<file path="config.mk">
export PLATFORM = sky130hd
export DESIGN_NAME = bin2bcd_seq
export DESIGN_NICKNAME = d
export VERILOG_FILES = /design/src/rtl/bcd_pkg.sv /design/src/rtl/bcd_add3.sv /design/src/rtl/bin2bcd_seq.sv
export SDC_FILE = /design/constraint.sdc
export NUM_CORES = 1
export LEC_CHECK = 0
export BUFFER_PORTS_ARGS = -buffer_cell sky130_fd_sc_hd__buf_2
export CAP_MARGIN = 0
export CORE_ASPECT_RATIO = 1.75
export CORE_MARGIN = 4
export CORE_UTILIZATION = 60
export DETAILED_ROUTE_END_ITERATION = 7
export GPL_TIMING_DRIVEN = 0
export PLACE_DENSITY = 0.82
export SLEW_MARGIN = 20
export SYNTH_ARGS = -nofsm -noshare
export SYNTH_HDL_FRONTEND = slang
export SYNTH_SLANG_ARGS = --single-unit
</file>
<file path="constraint.sdc">
create_clock -name clk -period 2.55 [get_ports clk]
set_input_delay 0.255 -clock clk [delete_from_list [all_inputs] [get_ports clk]]
set_output_delay 0.255 -clock clk [all_outputs]
set_load 0.01 [all_outputs]
</file>
<file path="src/rtl/bcd_pkg.sv">
// Shared constants and types for the sequential binary-to-BCD converter.
package bcd_pkg;
    localparam int BIN_W  = 14;
    localparam int NDIG   = 4;
    localparam int BCD_W  = 4 * NDIG;
    localparam int WORK_W = BCD_W + BIN_W;
    localparam int ITER   = 14;
    localparam int CNT_W  = 4;

    localparam logic [BIN_W-1:0] BIN_MAX   = 14'd9999;
    localparam logic [BCD_W-1:0] BCD_SAT   = 16'h9999;
    localparam logic [CNT_W-1:0] ITER_LAST = CNT_W'(ITER - 1);

    typedef enum logic [1:0] {
        IDLE  = 2'd0,
        SHIFT = 2'd1,
        DONE  = 2'd2
    } state_t;
endpackage

</file>
<file path="src/rtl/bcd_add3.sv">
// Double-dabble digit correction: nibbles of 5 or more get +3 before the shift.
module bcd_add3 (
    input  logic [3:0] din,
    output logic [3:0] dout
);
    assign dout = (din >= 4'd5) ? din + 4'd3 : din;
endmodule

</file>
<file path="src/rtl/bin2bcd_seq.sv">
// Sequential 14-bit binary to 4-digit BCD converter, one double-dabble step per clock.
module bin2bcd_seq
    import bcd_pkg::*;
(
    input  logic              clk,
    input  logic              rst,
    input  logic              start,
    input  logic [BIN_W-1:0]  bin,
    output logic              busy,
    output logic              done,
    output logic [BCD_W-1:0]  bcd,
    output logic              ovf
);
    state_t              state;
    logic [WORK_W-1:0]   work;
    logic [CNT_W-1:0]    cnt;
    logic                ovf_flag;
    logic [BCD_W-1:0]    corr;
    logic [WORK_W-1:0]   shifted;

    for (genvar i = 0; i < NDIG; i++) begin : g_digit
        bcd_add3 u_add3 (
            .din  (work[BIN_W + 4*i +: 4]),
            .dout (corr[4*i +: 4])
        );
    end

    // Corrected BCD nibbles and the remaining binary bits shift left as one word.
    assign shifted = {corr[BCD_W-2:0], work[BIN_W-1:0], 1'b0};

    always_ff @(posedge clk or posedge rst) begin
        if (rst) begin
            state    <= IDLE;
            work     <= '0;
            cnt      <= '0;
            ovf_flag <= 1'b0;
            busy     <= 1'b0;
            done     <= 1'b0;
            bcd      <= '0;
            ovf      <= 1'b0;
        end else begin
            case (state)
                IDLE: begin
                    // busy stays high through the cycle after commit, so it drops one edge after DONE.
                    done <= 1'b0;
                    busy <= start;
                    if (start) begin
                        work     <= {{BCD_W{1'b0}}, bin};
                        cnt      <= '0;
                        ovf_flag <= (bin > BIN_MAX);
                        state    <= SHIFT;
                    end
                end
                SHIFT: begin
                    work <= shifted;
                    cnt  <= cnt + 1'b1;
                    if (cnt == ITER_LAST) begin
                        state <= DONE;
                    end
                end
                DONE: begin
                    bcd   <= ovf_flag ? BCD_SAT : work[WORK_W-1:BIN_W];
                    ovf   <= ovf_flag;
                    done  <= 1'b1;
                    state <= IDLE;
                end
                default: begin
                    state <= IDLE;
                end
            endcase
        end
    end
endmodule

</file>
# After elaboration in Yosys (flattened, before gate mapping)

Index checks and enable logic that the tools add are counted.

$lt $le $gt $ge: 5
Mux-type cells: 13
Equal/unequal tests: 5
Bitwise operators: 0
Add/sub/neg operators: 5
Reduce and logical (&&, ||, !) cells: 6
Shift-type cells: 0
Divide/modulo/power cells: 0
$mul: 0

Operators by type and width:

| operator             | number |
|---|---|
| $pmux 30 s2          | 1 |
| $mux 30              | 1 |
| $ge 4x3->1 const B   | 4 |
| $mux 16              | 1 |
| $mux 4               | 4 |
| $gt 14x14->1 const B | 1 |
| $add 4x2->4 const B  | 3 |
| $pmux 4 s2           | 1 |
| $reduce_and 2->1     | 3 |
| $add 4x1->4 const B  | 1 |
| $eq 4x4->1 const B   | 1 |
| $mux 2               | 2 |
| $ne 2x2->1 const B   | 2 |
| $pmux 2 s2           | 1 |
| $reduce_bool 2->1    | 2 |
| $add 3x2->3 const B  | 1 |
| $mux 3               | 1 |
| $eq 2x1->1 const B   | 1 |
| $eq 2x2->1 const B   | 1 |
| $logic_not 2->1      | 1 |
| $pmux 1 s2           | 1 |

Memories kept: 0
Input port bits: 17
RAM bits: 0
Output and inout bits: 19
Flip-flop bits (word level): 56
ROM bits: 0
Bits in latches: 0
Word-level logic and storage cells: 42

# Depth between registers and ports, before layout

Gate-level depths: netlist of the first run.

Depth in word-level cells: 3
Depth in mapped cells: 6
Gate-level depth less buffers: 6

# Modules after synthesis

A second synthesis of the first run with hierarchy kept.

Cell total of the unflattened synthesis: 308
Area, all modules: 2802.7 µm²

Modules (own cells, without submodules):

| module      | area each (µm²) | cells each | sequential area each (µm²) | instances |
|---|---|---|---|---|
| bin2bcd_seq | 2397.3          | 244        | 1401.3                     | 1 |
| bcd_add3    | 101.3           | 16         | 0.0                        | 4 |

# Worst setup path after synthesis of the first run

OpenSTA, ideal clock, no wires.

Kind: reg-to-reg
Start: register work[14]
End: register work[15]
Data arrival time: 1.184 ns
Required time: 2.417 ns
Setup time: 0.133 ns
Path slack: 1.233 ns
Path buffers: 0
Stages on the path, launching flop included: 7
Clock period less this slack: 1.317 ns
Path through: dfrtp_1 inv_1 ha_1 nand2b_1 a21oi_1 xnor2_1 o21ai_0

Word-level cells in the longest chain between the ends: 3
Elaborated cells between the ends (all ways): 4
Classes of those cells: add/sub (1); order compare (1); mux (2)

Ends and longest elaborated chain:

| element                                   | RTL line          | source |
|---|---|---|
| from (decl)                               | bin2bcd_seq.sv:15 | `logic [WORK_W-1:0] work;` |
| from (signal assigned)                    | bin2bcd_seq.sv:48 | `work <= {{BCD_W{1'b0}}, bin};` |
| from (signal assigned)                    | bin2bcd_seq.sv:55 | `work <= shifted;` |
| $add 4x2->4 or $ge 4x3->1 (tied branches) | bcd_add3.sv:6     | `assign dout = (din >= 4'd5) ? din + 4'd3 : din;` |
| $mux 4 (*)                                | bcd_add3.sv:6     |  |
| $pmux 30 s2 (*)                           | bin2bcd_seq.sv:42 | `case (state)` |

Every way passes the cells marked *; elsewhere a longest branch is shown, timed or not.
A chain may end at the register's enable or synchronous reset.

# Final worst setup path of the first run

Start: register work[18]
End: register work[19]

Same word-level chain as after synthesis.

==> impl_metrics.env, run 1 <==
export IMPL_cp_cell_sequence="inv_1 > ha_1 > nand2b_1 > a21oi_1 > xnor2_1 > o21ai_0"
export IMPL_async_flop_share_pct=100
export IMPL_dp_hpwl_um=4340
export IMPL_clkTransAtPathRegs_ns=0.10
export IMPL_cp_end_kind="flip-flop"
export IMPL_synth_nets=317
export IMPL_wl_um=5920
export IMPL_synth_compound_area_share_pct=20.7
export IMPL_path_class="reg -> reg"
export IMPL_diodes=0
export IMPL_synth_simple_area_share_pct=16.7
export IMPL_drtIter0Drc=52
export IMPL_rsz0062_at_grt="no"
export IMPL_synth_top_family_by_area="compound AO/OA/AOI/OAI gates"
export IMPL_fmax_mhz=661
export IMPL_grt_pass1_vias=2438
export IMPL_die_x_um=58.9
export IMPL_hold_class="in -> async"
export IMPL_synth_area_mux_share_pct=0.414
export IMPL_cts_root_buf="clkbuf_8"
export IMPL_cap_violations=0
export IMPL_avgSynthCellArea_sq_um=9.38
export IMPL_num_vias=2269
export IMPL_wl_per_cell_um=15.4
export IMPL_finClkSkew_ns=0.00675
export IMPL_synth_area_sq_um=2720
export IMPL_synth_top_area_share_pct=51.5
export IMPL_outcome="finished, final reports clean"
export IMPL_initial_core_util_pct=61.8
export IMPL_cts_buffers=5
export IMPL_pin_count=36
export IMPL_ys_types=29
export IMPL_max_stage_delay_ns=0.44
export IMPL_fin_crit_sh_pct=59.3
export IMPL_synth_cells=290
export IMPL_clock_sinks=56
export IMPL_synth_fa_ha_area_share_pct=4.60
export IMPL_yosysMostFrequentCell="dfrtp_1"
export IMPL_netlist_top_cells_count="dfrtp_1 (56), nand2_1 (44), o21ai_0 (38)"
export IMPL_tightest_slew_ns=0.672
export IMPL_synth_edf_count=0
export IMPL_die_area_sq_um=5720
export IMPL_worstPathRequired_ns=2.73
export IMPL_synth_xor_area_share_pct=1.93
export IMPL_grt_overflow=0
export IMPL_grt_pass1_wl_um=10400
export IMPL_fp_row_count=32
export IMPL_cp_slowest_cell="dfrtp_1"
export IMPL_portBuffers=35
export IMPL_cts_tree="built"
export IMPL_path_max_fanout=5
export IMPL_synth_area_top_cells="dfrtp_1 (51%), o21ai_0 (7.0%), nand2_1 (6.1%), ha_1 (4.6%), a21oi_1 (3.9%)"
export IMPL_ys_ff_latch=56
export IMPL_nNetsFinal=359
export IMPL_grt_max_degree=57
export IMPL_arrival_ns=1.69
export IMPL_slew_limit_headroom_pct=55.2
export IMPL_ys_seq_area_share_pct=51.5
export IMPL_setup_viol=0
export IMPL_postCtsSetupBuffers=0
export IMPL_clock_path_buffers=2
export IMPL_synth_area_leader_cell="dfrtp_1"
export IMPL_coreArea_sq_um=4400
export IMPL_postCtsResizedCells=0
export IMPL_cts_hold_buf=0
export IMPL_power_total_w=0.00335
export IMPL_maxSlewViolCount=0
export IMPL_clkLatencyLatePin_ns=0.31
export IMPL_leakage_nw=1.42
export IMPL_grt_use_total_pct=22.9
export IMPL_power_density_nw_per_um2=1100
export IMPL_first_pass_iters=4
export IMPL_ys_warn_count=0
export IMPL_routabilityCongestion=0.829
export IMPL_route_detailed_drc=0
export IMPL_antenna_found_initial=0
export IMPL_drive_gt1_share_pct=16.6
export IMPL_hold_viol_final=0
export IMPL_via_per_inst=5.92
export IMPL_fin_crit_ns=1.51
export IMPL_ir_drop_uv=703
export IMPL_synthToLayoutAreaGrowth_pct=11.9
export IMPL_cp_start_kind="flip-flop"
export IMPL_path_buf_inv=1
export IMPL_htree_levels=2
export IMPL_fin_util_pct=69.1
export IMPL_fp_dieH_um=97.1
export IMPL_tns_ns=0
export IMPL_fillers=385
export IMPL_ys_flop_type="dfrtp_1"
export IMPL_ant_nets=0
export IMPL_crit_family="flip-flops"
[where the power goes]
part	switching, W	internal (W)	leakage, nW
clock	0.000285	0.000187	0.0400
sequential	0.000286	0.00122	0.701
combinational	0.000797	0.000574	0.684
[final cells by class]
class	count	area [sq um]	share of cell area [%]
flip-flops and latches	56	1400	46.0
multi-input cells	208	1210	39.7
repair buffers	35	175	5.75
plain buffers	16	75.1	2.47
clock buffers	5	68.8	2.26
well taps	51	63.8	2.10
inverters	10	40.0	1.32
clock inverters	2	12.5	0.411
[metal layers]
metal  track usage [%]  up-vias  wire [um]
li1                  -     1081          -
met1              24.8     1107       2210
met2              41.1       65       3340
met3              2.66       16        221
met4              12.6        0        144
met5                 0        -          0
[worst paths after layout]
path / startpoint / end / slack, ns / cells past startpoint
setup / recovery: work[18]$_DFFE_PP0P_ / work[19]$_DFFE_PP0P_ / 1.04 / 6
hold / removal: rst / cnt[0]$_DFFE_PP0P_ / 0.04 / 2
setup reg to reg: work[18]$_DFFE_PP0P_ / work[19]$_DFFE_PP0P_ / 1.04 / 6
hold reg to reg: cnt[3]$_DFFE_PP0P_ / cnt[3]$_DFFE_PP0P_ / 0.48 / 1
max in group asynchronous: rst / work[9]$_DFFE_PP0P_ / 2.06 / 2
min in group clk: bin[0] / work[0]$_DFFE_PP0P_ / 0.21 / 3
[registers in the layout, indices dropped and copies added (netlist names)]
name	count
work	30
ovf_flag	1
done	1
state	2
ovf	1
cnt	4
busy	1
bcd	16
[placed cells by master, fill, tap and decap left out]
master,synthesis,routed
dfrtp_1,56,56
buf_2,9,44
nand2_1,44,44
o21ai_0,38,38
a21oi_1,21,21
nor2_1,14,14
a22oi_1,13,13
nor2b_1,12,12
nand2b_1,10,10
ha_1,10,10
inv_1,10,9
o21ai_1,7,7
clkbuf_1,6,6
nand3_1,6,6
o31ai_1,6,6
a22o_1,5,5
clkbuf_8,0,5
and2b_1,4,4
xnor2_1,4,4
o311ai_0,3,3
xor2_1,2,2
nor3b_1,2,2
o21bai_2,1,1
o311ai_1,1,1
and3_1,1,1
buf_4,1,1
inv_4,0,1
nor4_1,1,1
nand4_1,1,1
and2_1,1,1
mux2_2,1,1
clkinvlp_4,0,1
clkinv_2,0,1
[logic make-up after synthesis]
family | Yosys count
AO/OA/AOI/OAI | 95
XOR/XNOR | 6
adder cells (fa/ha/maj) | 10
buffers and inverters | 26
flip-flops | 56
multiplexers | 1
AND/OR/NAND/NOR | 96
[metrics by stage]
stage                     setup WS, ns  cells  hold WS (ns)  area (sq um)
final                             1.04    383        0.0397          3040
after global routing             0.863    383         0.110          3040
after CTS                         1.03    383        0.0714          3040
after detailed placement          1.07    376         0.406          2960
after global placement           0.254    376         0.455          2960
after floorplan                  0.924    290         0.402          2720
Note: power is estimated with default switching activity, not from simulation.
==> inputs of run 2 (changes only) <==
--- a/config.mk
+++ b/config.mk
@@ -9,10 +9,10 @@
 export CAP_MARGIN = 0
 export CORE_ASPECT_RATIO = 1.75
 export CORE_MARGIN = 4
-export CORE_UTILIZATION = 60
+export CORE_UTILIZATION = 57
 export DETAILED_ROUTE_END_ITERATION = 7
 export GPL_TIMING_DRIVEN = 0
-export PLACE_DENSITY = 0.82
+export PLACE_DENSITY = 0.79
 export SLEW_MARGIN = 20
 export SYNTH_ARGS = -nofsm -noshare
 export SYNTH_HDL_FRONTEND = slang
==> constraint.sdc (replaced) <==
create_clock -name clk -period 1.4 [get_ports clk]
set_input_delay 0.14 -clock clk [delete_from_list [all_inputs] [get_ports clk]]
set_output_delay 0.14 -clock clk [all_outputs]
set_load 0.01 [all_outputs]
==> impl_metrics.env, run 2 (synthesis gave the netlist of run 1 again) <==
export IMPL_ir_drop_uv=1490
export IMPL_arrival_ns=1.55
export IMPL_clkLatencyLatePin_ns=0.31
export IMPL_path_buf_inv=1
export IMPL_regToRegStartpoint="work[19]$_DFFE_PP0P_"
export IMPL_path_depth=6
export IMPL_grt_pass1_wl_um=10300
export IMPL_tns_ns=0
export IMPL_drive_gt1_share_pct=27.2
export IMPL_wl_met1_um=2320
export IMPL_ant_nets=0
export IMPL_pin_count=36
export IMPL_via_per_inst=5.78
export IMPL_initial_core_util_pct=58.3
export IMPL_htree_levels=2
export IMPL_max_stage_delay_ns=0.42
export IMPL_die_area_sq_um=5990
export IMPL_crit_family="flip-flops"
export IMPL_path_class="reg -> reg"
export IMPL_fin_util_pct=70.4
export IMPL_grt_pass1_vias=2286
export IMPL_cts_root_buf="clkbuf_8"
export IMPL_antenna_found_initial=0
export IMPL_layout_common_cells="dfrtp_1 (51), nand2_1 (44), buf_2 (43), o21ai_0 (35), a21oi_1 (17)"
export IMPL_grt_max_degree=30
export IMPL_clkTransAtPathRegs_ns=0.10
export IMPL_cap_violations=0
export IMPL_register_area_sq_um=1410
export IMPL_cp_slowest_cell="dfrtp_1"
export IMPL_wl_met2_um=3490
export IMPL_grt_use_total_pct=22.3
export IMPL_finalNonFillerCells=394
export IMPL_top_register="work"
export IMPL_cts_buffers=5
export IMPL_fin_crit_ns=1.34
export IMPL_fp_dieH_um=99.4
export IMPL_final_cell_area_sq_um=3280
export IMPL_maxSlewViolCount=0
export IMPL_diodes=0
export IMPL_endpoint="work[19]$_DFFE_PP0P_"
export IMPL_place_area_sq_um=2990
export IMPL_cp_cell_sequence="inv_2 > ha_2 > nand2b_1 > a21oi_2 > xnor2_1 > o21ai_0"
export IMPL_layout_commonest_cell="dfrtp_1"
export IMPL_finClkSkew_ns=0.00907
export IMPL_route_detailed_drc=0
export IMPL_multi_input_area_sq_um=1320
export IMPL_drtIter0Drc=93
export IMPL_worst_r2r_endpoint="work[19]$_DFFE_PP0P_"
export IMPL_portBuffers=35
export IMPL_worstSetupStartpoint="work[19]$_DFFE_PP0P_"
export IMPL_wl_per_cell_um=15.8
export IMPL_fmax_mhz=745
export IMPL_largestRegisters="work x30, bcd x16, cnt x4"
export IMPL_fillers=379
export IMPL_cp_end_kind="flip-flop"
export IMPL_nNetsFinal=368
export IMPL_coreArea_sq_um=4670
export IMPL_routabilityCongestion=0.806
export IMPL_rsz0062_at_grt="yes"
export IMPL_wl_um=6240
export IMPL_tightest_slew_ns=0.621
export IMPL_power_density_nw_per_um2=2110
export IMPL_leakage_nw=1.50
export IMPL_cts_tree="built"
export IMPL_clock_path_buffers=2
export IMPL_first_pass_iters=4
export IMPL_top_layer_used="met4"
export IMPL_rrSetupSlack_ns=0.06
export IMPL_synthToLayoutAreaGrowth_pct=20.7
export IMPL_place_inst=378
export IMPL_path_max_fanout=3
export IMPL_hold_viol_final=0
export IMPL_largest_reg_flops=30
export IMPL_slew_limit_headroom_pct=58.5
export IMPL_outcome="finished, final reports clean"
export IMPL_setup_viol=0
export IMPL_die_x_um=60.2
export IMPL_num_vias=2278
export IMPL_dp_hpwl_um=4320
export IMPL_cp_start_kind="flip-flop"
export IMPL_fin_crit_sh_pct=95.9
export IMPL_rr_worst_depth=6
export IMPL_clock_sinks=56
export IMPL_fp_row_count=33
export IMPL_worstPathRequired_ns=1.60
export IMPL_grt_overflow=0
export IMPL_wl_met3_um=329
export IMPL_hold_class="in -> reg"
[run 2: worst reg2reg max path, cell delays in order, from the launching register on]
cell and delay [ns]:
dfrtp_1 0.42, inv_2 0.08, ha_2 0.16, nand2b_1 0.16, a21oi_2 0.20, xnor2_1 0.14, o21ai_0 0.08
[run 2: area by class of cell]
cell class              instances  area share [%]
plain buffers                  16            2.51
repair buffers                 44            7.85
multi-input cells             208            40.3
clock buffers                   6            2.21
inverters                      10            1.26
clock inverters                 2            1.07
well taps                      52            1.98
flip-flops and latches         56            42.9
[run 2: power breakdown]
part           internal [W]  switching [W]
Combinational       0.00140        0.00164
Clock              0.000532       0.000528
Sequential          0.00224       0.000576
Total               0.00417        0.00275
[run 2: how the worst min path moves through the flow]
stage                     cells past startpoint    from             endpoint
final                                         3  bin[2]  work[2]$_DFFE_PP0P_
after global routing                          3  bin[0]  work[0]$_DFFE_PP0P_
after CTS                                     3  bin[2]  work[2]$_DFFE_PP0P_
after detailed placement                      2     rst   cnt[3]$_DFFE_PP0P_
after global placement                        3  bin[0]  work[0]$_DFFE_PP0P_
after floorplan                               1     rst   bcd[0]$_DFFE_PP0P_
[run 2: through the flow]
stage               total power (W)  setup slack (ns)  hold WS (ns)
global route                0.00747           -0.0242         0.124
detailed placement          0.00528            -0.107         0.254
global placement            0.00514           -0.0540         0.403
CTS                         0.00643          0.000537        0.0990
finish                      0.00692            0.0570        0.0989
floorplan                   0.00449            0.0828         0.220
[run 2: routing by layer]
layer,track usage (%),vias to the layer above
li1,-,1100
met4,10.6,0
met5,0,-
met3,4.29,8
met1,24.9,1104
met2,39.2,66
[run 2: timing repair]
item / in CTS / in global routing
hold buffers: 1 / 0
hold endpoints to repair: 27 / 0
gates cloned: 0 / 0
pin swaps: 2 / 6
setup endpoints to repair: 12 / 27
resized for setup: 10 / 36
setup buffers: 1 / 6
==> inputs of run 3 (changes only) <==
--- a/config.mk
+++ b/config.mk
@@ -9,10 +9,12 @@
 export CAP_MARGIN = 0
 export CORE_ASPECT_RATIO = 1.75
 export CORE_MARGIN = 4
-export CORE_UTILIZATION = 57
+export CORE_UTILIZATION = 60
 export DETAILED_ROUTE_END_ITERATION = 7
 export GPL_TIMING_DRIVEN = 0
-export PLACE_DENSITY = 0.79
+export PLACE_DENSITY = 0.82
+export RECOVER_POWER = 25
+export SKIP_LAST_GASP = 1
 export SLEW_MARGIN = 20
 export SYNTH_ARGS = -nofsm -noshare
 export SYNTH_HDL_FRONTEND = slang
==> constraint.sdc (replaced) <==
create_clock -name clk -period 1.63 [get_ports clk]
set_input_delay 0.163 -clock clk [delete_from_list [all_inputs] [get_ports clk]]
set_output_delay 0.163 -clock clk [all_outputs]
set_load 0.01 [all_outputs]
==> impl_metrics.env, run 3 (synthesis gave the netlist of run 1 again) <==
export IMPL_cts_tree="built"
export IMPL_num_vias=2265
export IMPL_setup_viol=0
export IMPL_htree_levels=2
export IMPL_cap_violations=0
export IMPL_power_density_nw_per_um2=1730
export IMPL_first_pass_iters=4
export IMPL_maxSlewViolCount=0
export IMPL_fp_row_count=32
export IMPL_wl_per_cell_um=15.7
export IMPL_hold_class="in -> reg"
export IMPL_leakage_nw=1.37
export IMPL_die_x_um=58.9
export IMPL_combPwrFrac_pct=40.6
export IMPL_clkTransAtPathRegs_ns=0.10
export IMPL_postCtsSetupBuffers=0
export IMPL_tightest_slew_ns=0.957
export IMPL_clock_path_buffers=2
export IMPL_fp_dieH_um=97.1
export IMPL_tns_ns=0
export IMPL_switchingPower_w=0.00217
export IMPL_fin_crit_ns=1.52
export IMPL_synthToLayoutAreaGrowth_pct=11.6
export IMPL_fillers=379
export IMPL_outcome="finished, final reports clean"
export IMPL_clock_sinks=56
export IMPL_clkPwrFrac_pct=14.1
export IMPL_ir_drop_uv=1100
export IMPL_finClkSkew_ns=0.00742
export IMPL_pin_count=36
export IMPL_worstPathRequired_ns=1.81
export IMPL_cp_end_kind="flip-flop"
export IMPL_rsz0062_at_grt="no"
export IMPL_cts_buffers=5
export IMPL_drive_gt1_share_pct=11.4
export IMPL_fin_crit_sh_pct=93.4
export IMPL_via_per_inst=5.90
export IMPL_top_register="work"
export IMPL_layout_common_cells="dfrtp_1 (56), nand2_1 (44), o21ai_0 (38), buf_2 (25), clkbuf_1 (25)"
export IMPL_pre_cts_ws_ns=0.152
export IMPL_diodes=0
export IMPL_intPower_w=0.00308
export IMPL_power_frac_seq_pct=45.2
export IMPL_grt_pass1_wl_um=10400
export IMPL_initial_core_util_pct=61.8
export IMPL_antenna_found_initial=0
export IMPL_hold_viol_final=0
export IMPL_largest_reg_flops=30
export IMPL_clkLatencyLatePin_ns=0.31
export IMPL_path_class="reg -> reg"
export IMPL_cp_start_kind="flip-flop"
export IMPL_layout_commonest_cell="dfrtp_1"
export IMPL_slew_limit_headroom_pct=36.2
export IMPL_die_area_sq_um=5720
export IMPL_drtIter0Drc=44
export IMPL_largestRegisters="work x30, bcd x16, cnt x4"
export IMPL_routabilityCongestion=0.829
export IMPL_ant_nets=0
export IMPL_wl_um=6010
export IMPL_grt_max_degree=57
export IMPL_portBuffers=35
export IMPL_setup_slack_ns=0.108
export IMPL_fmax_mhz=657
export IMPL_coreArea_sq_um=4400
export IMPL_grt_use_total_pct=23.0
export IMPL_cts_root_buf="clkbuf_8"
export IMPL_dp_hpwl_um=4340
export IMPL_switching_share_pct=41.4
export IMPL_path_max_fanout=5
export IMPL_arrival_ns=1.70
export IMPL_rrSetupSlack_ns=0.11
export IMPL_grt_overflow=0
export IMPL_grt_pass1_vias=2440
export IMPL_nNetsFinal=360
export IMPL_route_detailed_drc=0
run 3: cell types whose count changed in the layout (fill, tap and decap cells not counted), sizes merged:
cell    before  now
bufinv       1    0
buf         52   26
clkbuf      13   30
clkinv       1    2
run 3: through the flow:
step	hold slack, ns	area, sq um	cells	power, W	util [%]
4_1_cts	0.120	3050	384	0.00527	69.3
2_1_floorplan	0.310	2720	290	0.00386	-
5_1_grt	0.152	3040	384	0.00570	68.9
6_report	0.117	3040	384	0.00525	68.9
3_3_place_gp	0.427	2960	376	0.00441	67.2
3_5_place_dp	0.314	2960	376	0.00453	67.3
run 3: metal layers:
layer	up-vias	GRT usage (%)	part of all wire (%)
met3	18	2.66	3.9
met4	0	12.6	3.3
met1	1108	24.8	38
met2	58	41.1	55
li1	1081	-	-
met5	-	0	0
run 3: what timing repair did:
item / CTS / global route
resized for setup: 0 / 2
hold endpoints to repair: 56 / 0
hold buffers: 1 / 0
setup endpoints to repair: 0 / 3
run 3: cell type report:
class                   count  area, sq um  area share (%)
well taps                  51         63.8            2.10
clock buffers               5         68.8            2.27
repair buffers             36          161            5.32
plain buffers              16         75.1            2.47
multi-input cells         208         1210            40.0
inverters                  10         38.8            1.28
flip-flops and latches     56         1400            46.1
clock inverters             2         12.5           0.412
run 3: power groups by stage:
stage / Sequential, W / Clock, W / Combinational (W)
6_report: 0.00237 / 0.000742 / 0.00213
5_1_grt: 0.00244 / 0.000791 / 0.00246
2_1_floorplan: 0.00233 / 0 / 0.00152
3_3_place_gp: 0.00235 / 0 / 0.00206
4_1_cts: 0.00235 / 0.000745 / 0.00218
3_5_place_dp: 0.00238 / 0 / 0.00215
run 3: worst paths after layout:
path	start	end	cells after the start
setup / recovery	work[18]$_DFFE_PP0P_	work[19]$_DFFE_PP0P_	6
min in group asynchronous	rst	cnt[0]$_DFFE_PP0P_	3
setup reg to reg	work[18]$_DFFE_PP0P_	work[19]$_DFFE_PP0P_	6
hold / removal	bin[0]	work[0]$_DFFE_PP0P_	3
max in group asynchronous	rst	done$_DFFE_PP0P_	3
hold reg to reg	cnt[3]$_DFFE_PP0P_	cnt[3]$_DFFE_PP0P_	1
run 3: critical path: stages, from the launching register on:
cell	delay, ns
dfrtp_1	0.45
inv_1	0.12
ha_1	0.20
nand2b_1	0.09
a21oi_1	0.26
xnor2_1	0.16
o21ai_0	0.10
